### src/rtl/fetch_stage.sv
// -----------------------------------------------------------------------------
// fetch_stage
//
// Instruction-fetch stage of the five-stage pipeline. Owns the program
// counter, addresses a synchronous instruction ROM and presents each fetched
// word, paired with its incremented PC, to the F/D pipeline latch.
//
// Handshake toward F/D: out_valid is "valid"; the inverse of stall is
// "ready". An instruction is transferred on a rising edge only when
// out_valid=1 and stall=0. While out_valid=1 and stall=1, out_ir and out_pc
// stay stable until they are transferred or a redirect discards them.
//
// Ports
//   clock        rising-edge clock
//   reset        asynchronous, active-low; clears all state immediately
//   stall        hazard unit hold request (F/D latch enable is ~stall)
//   redirect     taken branch/jump from execute; overrides stall
//   redirect_pc  target word address, valid while redirect=1
//   imem_addr    word address to the ROM (fetch_pc truncated)
//   imem_data    ROM data for the address sampled at the previous edge
//   out_pc       address of out_ir plus 1
//   out_ir       instruction word, NOP_WORD when out_valid=0
//   out_valid    out_ir/out_pc carry a real instruction
//   fsm_state    current FSM state (FILL=0, RUN=1, HOLD=2) for observation
// -----------------------------------------------------------------------------
module fetch_stage #(
  parameter logic [31:0] RESET_PC        = 32'h0000_0000,
  parameter int          IMEM_ADDR_WIDTH = 12,
  parameter logic [31:0] NOP_WORD        = 32'h0000_0000
) (
  input  logic                       clock,
  input  logic                       reset,
  input  logic                       stall,
  input  logic                       redirect,
  input  logic [31:0]                redirect_pc,
  output logic [IMEM_ADDR_WIDTH-1:0] imem_addr,
  input  logic [31:0]                imem_data,
  output logic [31:0]                out_pc,
  output logic [31:0]                out_ir,
  output logic                       out_valid,
  output logic [1:0]                 fsm_state
);

  localparam logic [1:0] FILL = 2'd0;
  localparam logic [1:0] RUN  = 2'd1;
  localparam logic [1:0] HOLD = 2'd2;

  logic [31:0] fetch_pc;  // address presented to the ROM this cycle
  logic [31:0] req_pc;    // address whose data is on imem_data now
  logic [31:0] hold_ir;
  logic [31:0] hold_pc;
  logic [1:0]  state;

  // ROM address follows fetch_pc directly, so during reset it already
  // shows RESET_PC and it wraps on its own narrower width.
  assign imem_addr = fetch_pc[IMEM_ADDR_WIDTH-1:0];
  assign fsm_state = state;

  always_ff @(posedge clock or negedge reset) begin
    if (!reset) begin
      fetch_pc <= RESET_PC;
      req_pc   <= RESET_PC;
      hold_ir  <= 32'h0000_0000;
      hold_pc  <= 32'h0000_0000;
      state    <= FILL;
    end else if (redirect) begin
      // Wrong-path data (on imem_data or in the hold buffer) is simply
      // abandoned; FILL waits one cycle for the target's ROM read.
      fetch_pc <= redirect_pc;
      state    <= FILL;
    end else begin
      case (state)
        FILL: begin
          // Nothing valid to buffer yet, so stall has no effect here.
          req_pc   <= fetch_pc;
          fetch_pc <= fetch_pc + 32'd1;
          state    <= RUN;
        end
        RUN: begin
          if (stall) begin
            // Capture the word now, because the ROM output will move on
            // to fetch_pc at this edge. fetch_pc is kept so that the read
            // is reissued when the stall releases.
            hold_ir <= imem_data;
            hold_pc <= req_pc;
            state   <= HOLD;
          end else begin
            req_pc   <= fetch_pc;
            fetch_pc <= fetch_pc + 32'd1;
          end
        end
        HOLD: begin
          if (!stall) begin
            // The held word is transferred this edge; the ROM reads the
            // next sequential address at the same edge.
            req_pc   <= fetch_pc;
            fetch_pc <= fetch_pc + 32'd1;
            state    <= RUN;
          end
        end
        default: begin
          state <= FILL;
        end
      endcase
    end
  end

  always_comb begin
    out_valid = 1'b0;
    out_ir    = NOP_WORD;
    out_pc    = 32'h0000_0000;
    if (!redirect) begin
      case (state)
        RUN: begin
          out_valid = 1'b1;
          out_ir    = imem_data;
          out_pc    = req_pc + 32'd1;
        end
        HOLD: begin
          out_valid = 1'b1;
          out_ir    = hold_ir;
          out_pc    = hold_pc + 32'd1;
        end
        default: begin
          out_valid = 1'b0;
          out_ir    = NOP_WORD;
          out_pc    = 32'h0000_0000;
        end
      endcase
    end
  end

endmodule

### config.mk
export PLATFORM = sky130hd
export DESIGN_NAME = fetch_stage
export DESIGN_NICKNAME = d
export VERILOG_FILES = /design/src/rtl/fetch_stage.sv
export SDC_FILE = /design/constraint.sdc
export NUM_CORES = 1
export LEC_CHECK = 0
export CORE_UTILIZATION = 25
export DETAILED_ROUTE_END_ITERATION = 6
export SLEW_MARGIN = 30
export SYNTH_ARGS = -nofsm -noshare
export SYNTH_HDL_FRONTEND = slang
export SYNTH_SLANG_ARGS = --single-unit
### constraint.sdc
create_clock -name clock -period 10.9 [get_ports clock]
set_input_delay 2.18 -clock clock [delete_from_list [all_inputs] [get_ports clock]]
set_output_delay 2.18 -clock clock [all_outputs]
set_load 0.02 [all_outputs]
Word-level counts from Yosys, hierarchy flattened
Cells that the tools add are included.

Word-level logic and storage cells: 38. Bits in read-only memories: 0. Output and inout bits: 79. Register bits: 130. Bits in writable memories: 0. Latch bits: 0. Input bits: 68. Memories kept: 0.

Bitwise gates (word level): 1. Multipliers: 0. Divide/modulo/power cells: 0. Order comparisons: 0. Reduce and logical (&&, ||, !) cells: 8. $add $sub $neg: 3. Shift-type cells: 0. Mux-type cells: 15. Equality and inequality tests: 6.

Operator list (number): 32-bit case mux with 2 select lines (4); 32-bit two-way mux (5); 32-bit by 1-bit adder with 32-bit output, second input constant (3); 2-bit two-way mux (3); 3-bit != test, second input constant (2); 2-bit case mux with 3 select lines (1); 3-bit AND reduction (2); 2-bit AND reduction (2); 3-bit by 2-bit != test with 1-bit output, second input constant (1); 3-bit nonzero test (1); 2-bit by 1-bit equality test with 1-bit output, second input constant (1); 2-bit equality test, second input constant (1); 2-bit zero test (1); 1-bit two-way mux (2); 2-bit != test, second input constant (1); 2-bit nonzero test (1); 2-bit OR reduction (1); 1-bit inverter (1).

Depth between registers and ports, before layout
Gate-level depths: netlist (run 1).

Word-level depth: 4. Mapped depth: 14. Depth with buffers taken out: 9.

Worst setup path after synthesis (run 1)
No wires, ideal clock.

Path type: register to output. Start: register state[0], in the netlist fsm_state[0]. End: output out_pc[28]. Cell stages (with the launch flop): 15. Arrival: 3369 ps. Required time: 8720 ps. Path slack: 5351 ps. Buffers on the path: 5. Cells stage by stage: dfrtp_1 -> inv_1 -> ha_1 -> buf_6 -> buf_2 -> buf_2 -> buf_2 -> buf_2 -> mux2_2 -> ha_1 -> nand4b_1 -> nand2_1 -> nand4_1 -> o31a_1 -> nor3_1.

Longest elaborated chain between the ends: 3. Elaborated cells between the ends (all ways): 4. Those cells by class: eq/ne: 2; mux: 2.

RTL lines: from (decl) (RTL line 52) `logic [1:0] state;`; from (signal assigned) (RTL line 65) `state <= FILL;`; from (signal assigned) (RTL line 70) `state <= FILL;`; from (signal assigned) (RTL line 77) `state <= RUN;`; 2-bit equality test or 2-bit by 1-bit equality test with 1-bit output (tied branches) (RTL line 113) `case (state)`; 32-bit case mux with 2 select lines * (RTL line 113); 32-bit two-way mux * (RTL line 112) `if (!redirect) begin`; to (decl) (RTL line 38) `output logic [31:0] out_pc,`.

Every way passes the cells marked *; elsewhere a longest branch is shown, timed or not.

Worst setup path in the final report (run 1)
Start: input redirect. End: output out_pc[29].

Longest elaborated chain between the ends: 1.

RTL lines: from (decl) (RTL line 34) `input logic redirect,`; 32-bit two-way mux (RTL line 112).

Every way passes these cells.

==> results_dict.tcl, run 1 <==
set metrics [dict create \
    clk_pin_slew_ns 0.06 \
    post_cts.repair.setup_buffers 0 \
    grt_max_degree 75 \
    met2_usage_pct 20.6 \
    post_cts_resized 0 \
    seq_area_frac_synth_pct 43.0 \
    grt.overflow.total 0 \
    worst_slack_ns 4.31 \
    dieArea_um2 30900 \
    port_buffers 146 \
    tns_ns 0 \
    yosysTopAreaCell "dfrtp_1" \
    via_per_inst 4.82 \
    crit_arrival_ns 4.41 \
    place_area_um2 9300 \
    ys_warn_count 0 \
    tightest_slew_ns 0.904 \
    fillers 3027 \
    drive_gt1_share_pct 17.8 \
    track_usage_pct 13.7 \
    cts_buffers 17 \
    clk_latency_ns 0.42 \
    synth_most_common_cell "dfrtp_1" \
    clock_sinks 130 \
    dp_slack_ns 3.94 \
    post-route-period-util_pct 60.5 \
    worstSetupPathType "in2out" \
    ys_ff_latch 130 \
    fin_area_um2 9900 \
    p_comb_share_pct 38.1 \
    die_h_um 176 \
    fmax_ghz 0.152 \
    async_flop_share_pct 100 \
    first_pass_iters 5 \
    rows 63 \
    clock_path_buffers 2 \
    syn_nets 824 \
    vias 6102 \
    switchingPower_mw 0.890 \
    grt_pass1_vias 5829 \
    drtIter0Drc 432 \
    cts-root-buf "clkbuf_16" \
    postSynthCellCount 749 \
    synth_common_cells "130 x dfrtp_1, 104 x mux2_2, 62 x nand2_1" \
    setup-violations-final 0 \
    post_drt_wl_per_cell_um 16.4 \
    pwr-share-clk_pct 24.6 \
    drv_cap 0 \
    required_ns 8.72 \
    rsz0062_at_grt "no" \
    grt_pass1_wl_um 32900 \
    yosysTopAreaCellShare_pct 43.0 \
    ant_nets 0 \
    wirelength_um 20800 \
    area_growth_pct 31.0 \
    core_um2 29700 \
    h-tree-depth 4 \
    pin_count 147 \
    hold_buffers 0 \
    p_per_area_nw_per_um2 234 \
    synth_cell_type_count 47 \
    synthFlopType "dfrtp_1" \
    max-slew-margin-rel_pct 39.2 \
    timing.final.hold_violations 0 \
    grt_util_met1_pct 19.7 \
    seqPwrFrac_pct 37.3 \
    cts_tree "yes" \
    switching_share_pct 38.3 \
    grtUsageMet3_pct 2.53 \
    cp-start-kind "input port" \
    maxSlewViolCount 0 \
    fin_skew_ns 0.00804 \
    drc 0 \
    gp_congestion 0.801 \
    fin_nets 939 \
    die_w_um 176 \
    status "completed" \
    synthesis.area_um2 7560 \
    end_kind "primary output" \
    min_period_ns 6.59 \
    start_util_pct 25.4 \
    power.internal_mw 1.43 \
    antenna_cells 0 \
    min_path_type "reg2reg" \
    crit_fanout 68 \
    top_usage_layer "met2" \
    hold_ws_ns 0.506 \
    peakVddDrop_mv 0.107 \
    synth_area_leaders "dfrtp_1 43%, mux2_2 15%, a22oi_1 4.1%" \
    synth-edff-count 0 \
    p_leak_nw 3.81 \
    hpwl_um 14700 \
    syn_area_per_cell_um2 10.1 \
    grt_antenna_before_repair 0 \
]
[sequential cells by signal (all words and copies together) (netlist names)]
signal and count:
fetch_pc 32, fsm_state 2, hold_ir 32, hold_pc 32
req_pc 32
[kinds of logic after synthesis]
| logic type | share of synthesized area [%] |
|---|---|
| flip-flops | 43.0 |
| XOR/XNOR | 5.56 |
| AND/OR/NAND/NOR | 18.2 |
| adder cells (fa/ha/maj) | 1.16 |
| multiplexers | 18.3 |
| buffers and inverters | 4.17 |
| AO/OA/AOI/OAI | 9.65 |
[worst max-delay path, cell delays in order]
cell	delay, ns
buf_4	0.44
nand2b_2	0.22
buf_4	0.54
inv_1	0.20
o211ai_1	0.15
nand2_1	0.07
clkdlybuf4s50_1	0.53
[path summary, 6_finish.rpt]
path,from,to,slack (ns),cells past startpoint
max,redirect,out_pc[29],4.31,7
min,hold_pc[29],hold_pc[29],0.51,1
max reg2reg,fsm_state[0],fsm_state[1],8.37,6
min reg2reg,hold_pc[29],hold_pc[29],0.51,1
max in group asynchronous,reset,req_pc[3],7.91,2
min in group asynchronous,reset,hold_pc[12],1.84,1
[per-stage QoR]
step                      util, %  std cells  total power, mW
after floorplan                 -        749             1.43
after global placement       31.3       1235             1.74
after detailed placement     31.3       1235             1.76
after CTS                    33.3       1267             2.34
after global routing         33.3       1267             2.47
final                        33.3       1267             2.32
[layout make-up]
class / count / area, µm² / area share [%]
Timing Repair Buffer: 154 / 1520 / 15.4
Clock inverter: 15 / 164 / 1.66
Multi-Input combinational cell: 552 / 4020 / 40.6
Tap cell: 390 / 488 / 4.93
Clock buffer: 17 / 425 / 4.30
Sequential cell: 130 / 3250 / 32.9
Inverter: 9 / 33.8 / 0.341
[placed cells by master, fill, tap and decap left out, types with 2 or more instances in the layout]
master,instances
mux2_2,104
nand3b_1,12
and2_1,6
inv_6,6
nor3_1,12
nand2_1,62
buf_4,9
and3_1,10
xnor2_1,17
dfrtp_1,130
mux2i_1,21
a22oi_1,41
o211ai_1,2
a21oi_1,10
clkdlybuf4s50_1,144
nand4b_1,5
nand4_1,33
or3_1,3
o31a_1,2
nor4_1,3
inv_1,9
nand3_1,32
nor4_2,2
xor2_1,31
clkbuf_16,17
o21ai_0,39
clkinvlp_4,3
or4_1,2
nor2_1,58
nor2b_1,6
nand3b_4,2
nor3b_1,6
ha_1,6
a32o_1,7
o31ai_1,2
inv_8,3
[routing by layer]
metal	part of all wire, %	wire length (µm)
met1	50	10500
met2	45	9420
met3	2.8	574
met4	1.6	328
met5	0	0
[power by group through the flow]
stage          registers (mW)  logic [mW]  clock network [mW]
3_3_place_gp            0.861       0.877                   0
5_1_grt                 0.894       0.964               0.608
3_5_place_dp            0.870       0.889                   0
6_report                0.866       0.885               0.570
2_1_floorplan           0.800       0.630                   0
4_1_cts                 0.861       0.894               0.588
No activity file was read; power rests on OpenSTA's default activity.
==> inputs of run 2 (changes only) <==
clock period = 6.1 ns   (was 10.9 ns; I/O delays follow)
==> run 2 against run 1 <==
Effect of this change: hold slack got worse by 0.0011 ns; sequential share of layout area fell by 0.15 points; critical endpoint is now out_pc[30]; clock skew grew 0.0023 ns; critical path type is now reg2out; setup slack worse by 3.7 ns; via count hardly changed; largest power group unchanged.
==> results_dict.tcl, run 2 (synthesis results as in run 1) <==
set metrics [dict create \
    status "completed" \
    cp-start-kind "flip-flop" \
    maxSlewViolCount 0 \
    port_buffers 146 \
    drtIter0Drc 420 \
    slowest_delay_ns 0.70 \
    required_ns 4.88 \
    clk_latency_ns 0.42 \
    min_path_cells 1 \
    wirelength_um 21400 \
    fmax_ghz 0.182 \
    seqPwrFrac_pct 36.9 \
    crit_fanout 76 \
    drive_gt1_share_pct 17.7 \
    p_leak_nw 3.83 \
    timing.final.hold_violations 0 \
    tns_ns 0 \
    pin_count 147 \
    max-slew-margin-rel_pct 36.2 \
    clock_path_buffers 2 \
    dieArea_um2 30900 \
    power.internal_mw 2.67 \
    post-route-period-util_pct 90.0 \
    track_usage_pct 14.3 \
    pwr-share-clk_pct 25.8 \
    h-tree-depth 4 \
    post_cts_resized 0 \
    grt_pass1_wl_um 34300 \
    hold_ws_ns 0.505 \
    switchingPower_mw 1.55 \
    clk_pin_slew_ns 0.06 \
    grt_pass1_vias 6063 \
    final_cell_mix "144 x clkdlybuf4s50_1, 130 x dfrtp_1, 104 x mux2_2" \
    drv_cap 0 \
    end_kind "primary output" \
    peakVddDrop_mv 0.228 \
    post_cts.repair.setup_buffers 0 \
    antenna_cells 0 \
    start_util_pct 25.4 \
    min_path_type "reg2reg" \
    fin_skew_ns 0.0103 \
    layout_commonest_cell "clkdlybuf4s50_1" \
    drc 0 \
    r2r_cells 6 \
    crit_arrival_ns 4.27 \
    gp_congestion 0.826 \
    hold_buffers 0 \
    vias 6108 \
    first_pass_iters 4 \
    cts_tree "yes" \
    p_per_area_nw_per_um2 425 \
    hpwl_um 15300 \
    die_w_um 176 \
    tightest_slew_ns 0.950 \
    worstSetupPathType "reg2out" \
    cts-root-buf "clkbuf_16" \
    clock_sinks 130 \
    die_h_um 176 \
    crit_chain "inv_1, ha_4, mux2_2, ha_1, nand4_1, nand2_1, nand4_1, or3_1, a21oi_1, clkdlybuf4s50_1" \
    cpMostUsedCell "nand4_1" \
    core_um2 29700 \
    fin_nets 941 \
    crit_slowest_cell "clkdlybuf4s50_1" \
    via_per_inst 4.81 \
    area_growth_pct 31.6 \
    regToRegSetupSlack_ns 3.60 \
    grt_max_degree 77 \
    post_drt_wl_per_cell_um 16.9 \
    p_comb_share_pct 37.3 \
    switching_share_pct 36.7 \
    grt_antenna_before_repair 0 \
    grt.overflow.total 0 \
    rsz0062_at_grt "no" \
    fillers 3007 \
    cts_buffers 17 \
    ant_nets 0 \
    setup-violations-final 0 \
    min_period_ns 5.49 \
    rows 63 \
]
==> run 2: cell types whose count changed in the layout (fill, tap and decap cells not counted), sizes merged <==
cell      delta
clkinvlp     -1
buf          +2
clkbuf       +3
clkinv       +2
inv          -7
bufinv       +3
==> run 2: stage by stage <==
step	instance area, µm²	cells	power, mW	util [%]	setup slack, ns
2_1_floorplan	7560	749	2.55	-	1.51
5_1_grt	9950	1269	4.50	33.5	0.206
3_3_place_gp	9320	1237	3.13	31.3	1.14
4_1_cts	9940	1269	4.27	33.5	0.556
3_5_place_dp	9320	1237	3.15	31.3	1.04
6_report	9950	1269	4.22	33.5	0.613
==> run 2: path summary, 6_finish.rpt <==
path	startpoint	end
setup / recovery	fsm_state[0]	out_pc[30]
hold / removal	hold_ir[29]	hold_ir[29]
setup reg to reg	fsm_state[0]	fsm_state[0]
hold reg to reg	hold_ir[29]	hold_ir[29]
max in group asynchronous	reset	hold_ir[30]
min in group asynchronous	reset	hold_pc[12]
==> run 2: worst max-delay path: cells and delay by family (launching register included) <==
| kind | cells | cell delay [ns] |
|---|---|---|
| AND/OR/NAND/NOR | 4 | 1.13 |
| adder cells (fa/ha/maj) | 2 | 0.94 |
| buffers and inverters | 2 | 0.85 |
| flip-flops | 1 | 0.45 |
| multiplexers | 1 | 0.32 |
| AO/OA/AOI/OAI | 1 | 0.15 |
==> run 2: final cells by class <==
cell class | count | area (µm²) | share of cell area, %
multi-input cells | 552 | 4020 | 40.4
flip-flops and latches | 130 | 3250 | 32.7
repair buffers | 156 | 1530 | 15.4
well taps | 390 | 488 | 4.91
clock buffers | 20 | 447 | 4.49
clock inverters | 12 | 180 | 1.81
inverters | 9 | 33.8 | 0.340
==> run 2: routing by layer <==
| metal | part of all wire, % | vias up | GRT usage [%] |
|---|---|---|---|
| met5 | 0 | - | 0 |
| met4 | 1.9 | 0 | 4.28 |
| met3 | 4.4 | 27 | 3.05 |
| met2 | 45 | 151 | 21.6 |
| met1 | 49 | 2982 | 20.3 |
| li1 | - | 2948 | - |
==> run 2: power by group through the flow <==
stage | registers (mW) | clock network [mW] | logic [mW]
4_1_cts | 1.55 | 1.12 | 1.59
5_1_grt | 1.61 | 1.16 | 1.73
6_report | 1.56 | 1.09 | 1.57
2_1_floorplan | 1.43 | 0 | 1.13
3_3_place_gp | 1.55 | 0 | 1.57
3_5_place_dp | 1.56 | 0 | 1.58
==> inputs of run 3 (changes only) <==
SLEW_MARGIN = 10   (was 30)
==> run 3 against run 2 <==
Effect of this change: via count is 0.98% lower; clock skew grew 0.0033 ns; routed wire length down 0.24%; hold slack barely moved; critical endpoint unchanged; highest routed layer unchanged.
==> results_dict.tcl, run 3 (synthesis results as in run 1) <==
set metrics [dict create \
    rsz0062_at_grt "no" \
    cts_tree "yes" \
    max-slew-margin-rel_pct 33.2 \
    cts_buffers 17 \
    crit_fanout 76 \
    end_kind "primary output" \
    hpwl_um 15300 \
    track_usage_pct 14.3 \
    total_power_mw 4.22 \
    gp_congestion 0.826 \
    grt_pass1_vias 6063 \
    min_path_type "reg2reg" \
    antenna_cells 0 \
    area_growth_pct 31.5 \
    reg2reg_from "fsm_state[0]" \
    crit_arrival_ns 4.28 \
    min_period_ns 5.50 \
    clk_pin_slew_ns 0.06 \
    utilization_pct 33.5 \
    setup-violations-final 0 \
    grt_pass1_wl_um 34300 \
    status "completed" \
    maxSlewViolCount 0 \
    p_per_area_nw_per_um2 425 \
    switching_share_pct 36.7 \
    fin_area_um2 9940 \
    drive_gt1_share_pct 17.6 \
    cp-startpoint "fsm_state[0]" \
    final_cell_mix "144 x clkdlybuf4s50_1, 130 x dfrtp_1, 104 x mux2_2" \
    fin_nets 941 \
    rows 63 \
    die_w_um 176 \
    drv_cap 0 \
    grt.overflow.total 0 \
    port_buffers 146 \
    power.internal_mw 2.67 \
    grt_max_degree 77 \
    h-tree-depth 4 \
    pwr-share-clk_pct 25.9 \
    start_util_pct 25.4 \
    required_ns 4.88 \
    drtIter0Drc 449 \
    dieArea_um2 30900 \
    p_leak_nw 3.83 \
    clock_sinks 130 \
    ant_nets 0 \
    worstSetupPathType "reg2out" \
    hold_ws_ns 0.505 \
    post-route-period-util_pct 90.2 \
    wirelength_um 21400 \
    first_pass_iters 4 \
    hold_buffers 0 \
    cts-root-buf "clkbuf_16" \
    grt_antenna_before_repair 0 \
    pin_count 147 \
    via_per_inst 4.77 \
    p_comb_share_pct 37.3 \
    switchingPower_mw 1.55 \
    post_drt_wl_per_cell_um 16.9 \
    clock_path_buffers 2 \
    die_h_um 176 \
    post_cts_resized 0 \
    vias 6048 \
    layout_commonest_cell "clkdlybuf4s50_1" \
    min_from "hold_ir[6]" \
    core_um2 29700 \
    tightest_slew_ns 0.993 \
    clk_latency_ns 0.42 \
    drc 0 \
    seqPwrFrac_pct 36.9 \
    fin_skew_ns 0.0136 \
    tns_ns 0 \
    timing.final.hold_violations 0 \
    fmax_ghz 0.182 \
    place_area_um2 9320 \
    peakVddDrop_mv 0.228 \
    cp-start-kind "flip-flop" \
    post_cts.repair.setup_buffers 0 \
]
==> run 3: cell type report <==
cell class,count,area (µm²)
Fill cell,3010,19800
Inverter,9,33.8
Clock buffer,20,447
Tap cell,390,488
Clock inverter,12,180
Sequential cell,130,3250
Multi-Input combinational cell,552,4010
Timing Repair Buffer,156,1530
==> run 3: worst paths after layout <==
check | to | slack [ns] | depth (start not counted)
max | out_pc[30] | 0.60 | 10
min | hold_ir[6] | 0.51 | 1
max reg2reg | fsm_state[0] | 3.59 | 6
min reg2reg | hold_ir[6] | 0.51 | 1
max in group asynchronous | hold_ir[19] | 4.14 | 2
min in group asynchronous | hold_pc[12] | 0.84 | 1
==> run 3: worst max-delay path: stages (launching register included) <==
cell and delay, ns:
dfrtp_1 0.45, inv_1 0.15, ha_4 0.69, mux2_2 0.32
ha_1 0.26, nand4_1 0.14, nand2_1 0.17, nand4_1 0.37
or3_1 0.46, a21oi_1 0.15, clkdlybuf4s50_1 0.70
==> run 3: power by group through the flow <==
stage,registers (mW),logic (mW),clock network (mW)
floorplan,1.43,1.13,0
global placement,1.55,1.57,0
detailed placement,1.56,1.58,0
CTS,1.55,1.59,1.12
global route,1.61,1.73,1.16
finish,1.56,1.57,1.09
==> run 3: stage by stage <==
| step | worst slack, ns | cells |
|---|---|---|
| CTS | 0.556 | 1269 |
| global placement | 1.14 | 1237 |
| finish | 0.596 | 1269 |
| floorplan | 1.51 | 749 |
| detailed placement | 1.04 | 1237 |
| global route | 0.206 | 1269 |
==> run 3: layer usage <==
layer  GRT usage (%)  vias to the layer above  share of wire [%]
met4            4.28                        0                1.8
met1            20.3                     2943                 49
met2            21.6                      137                 44
met3            3.05                       24                4.9
li1                -                     2944                  -
met5               0                        -                  0
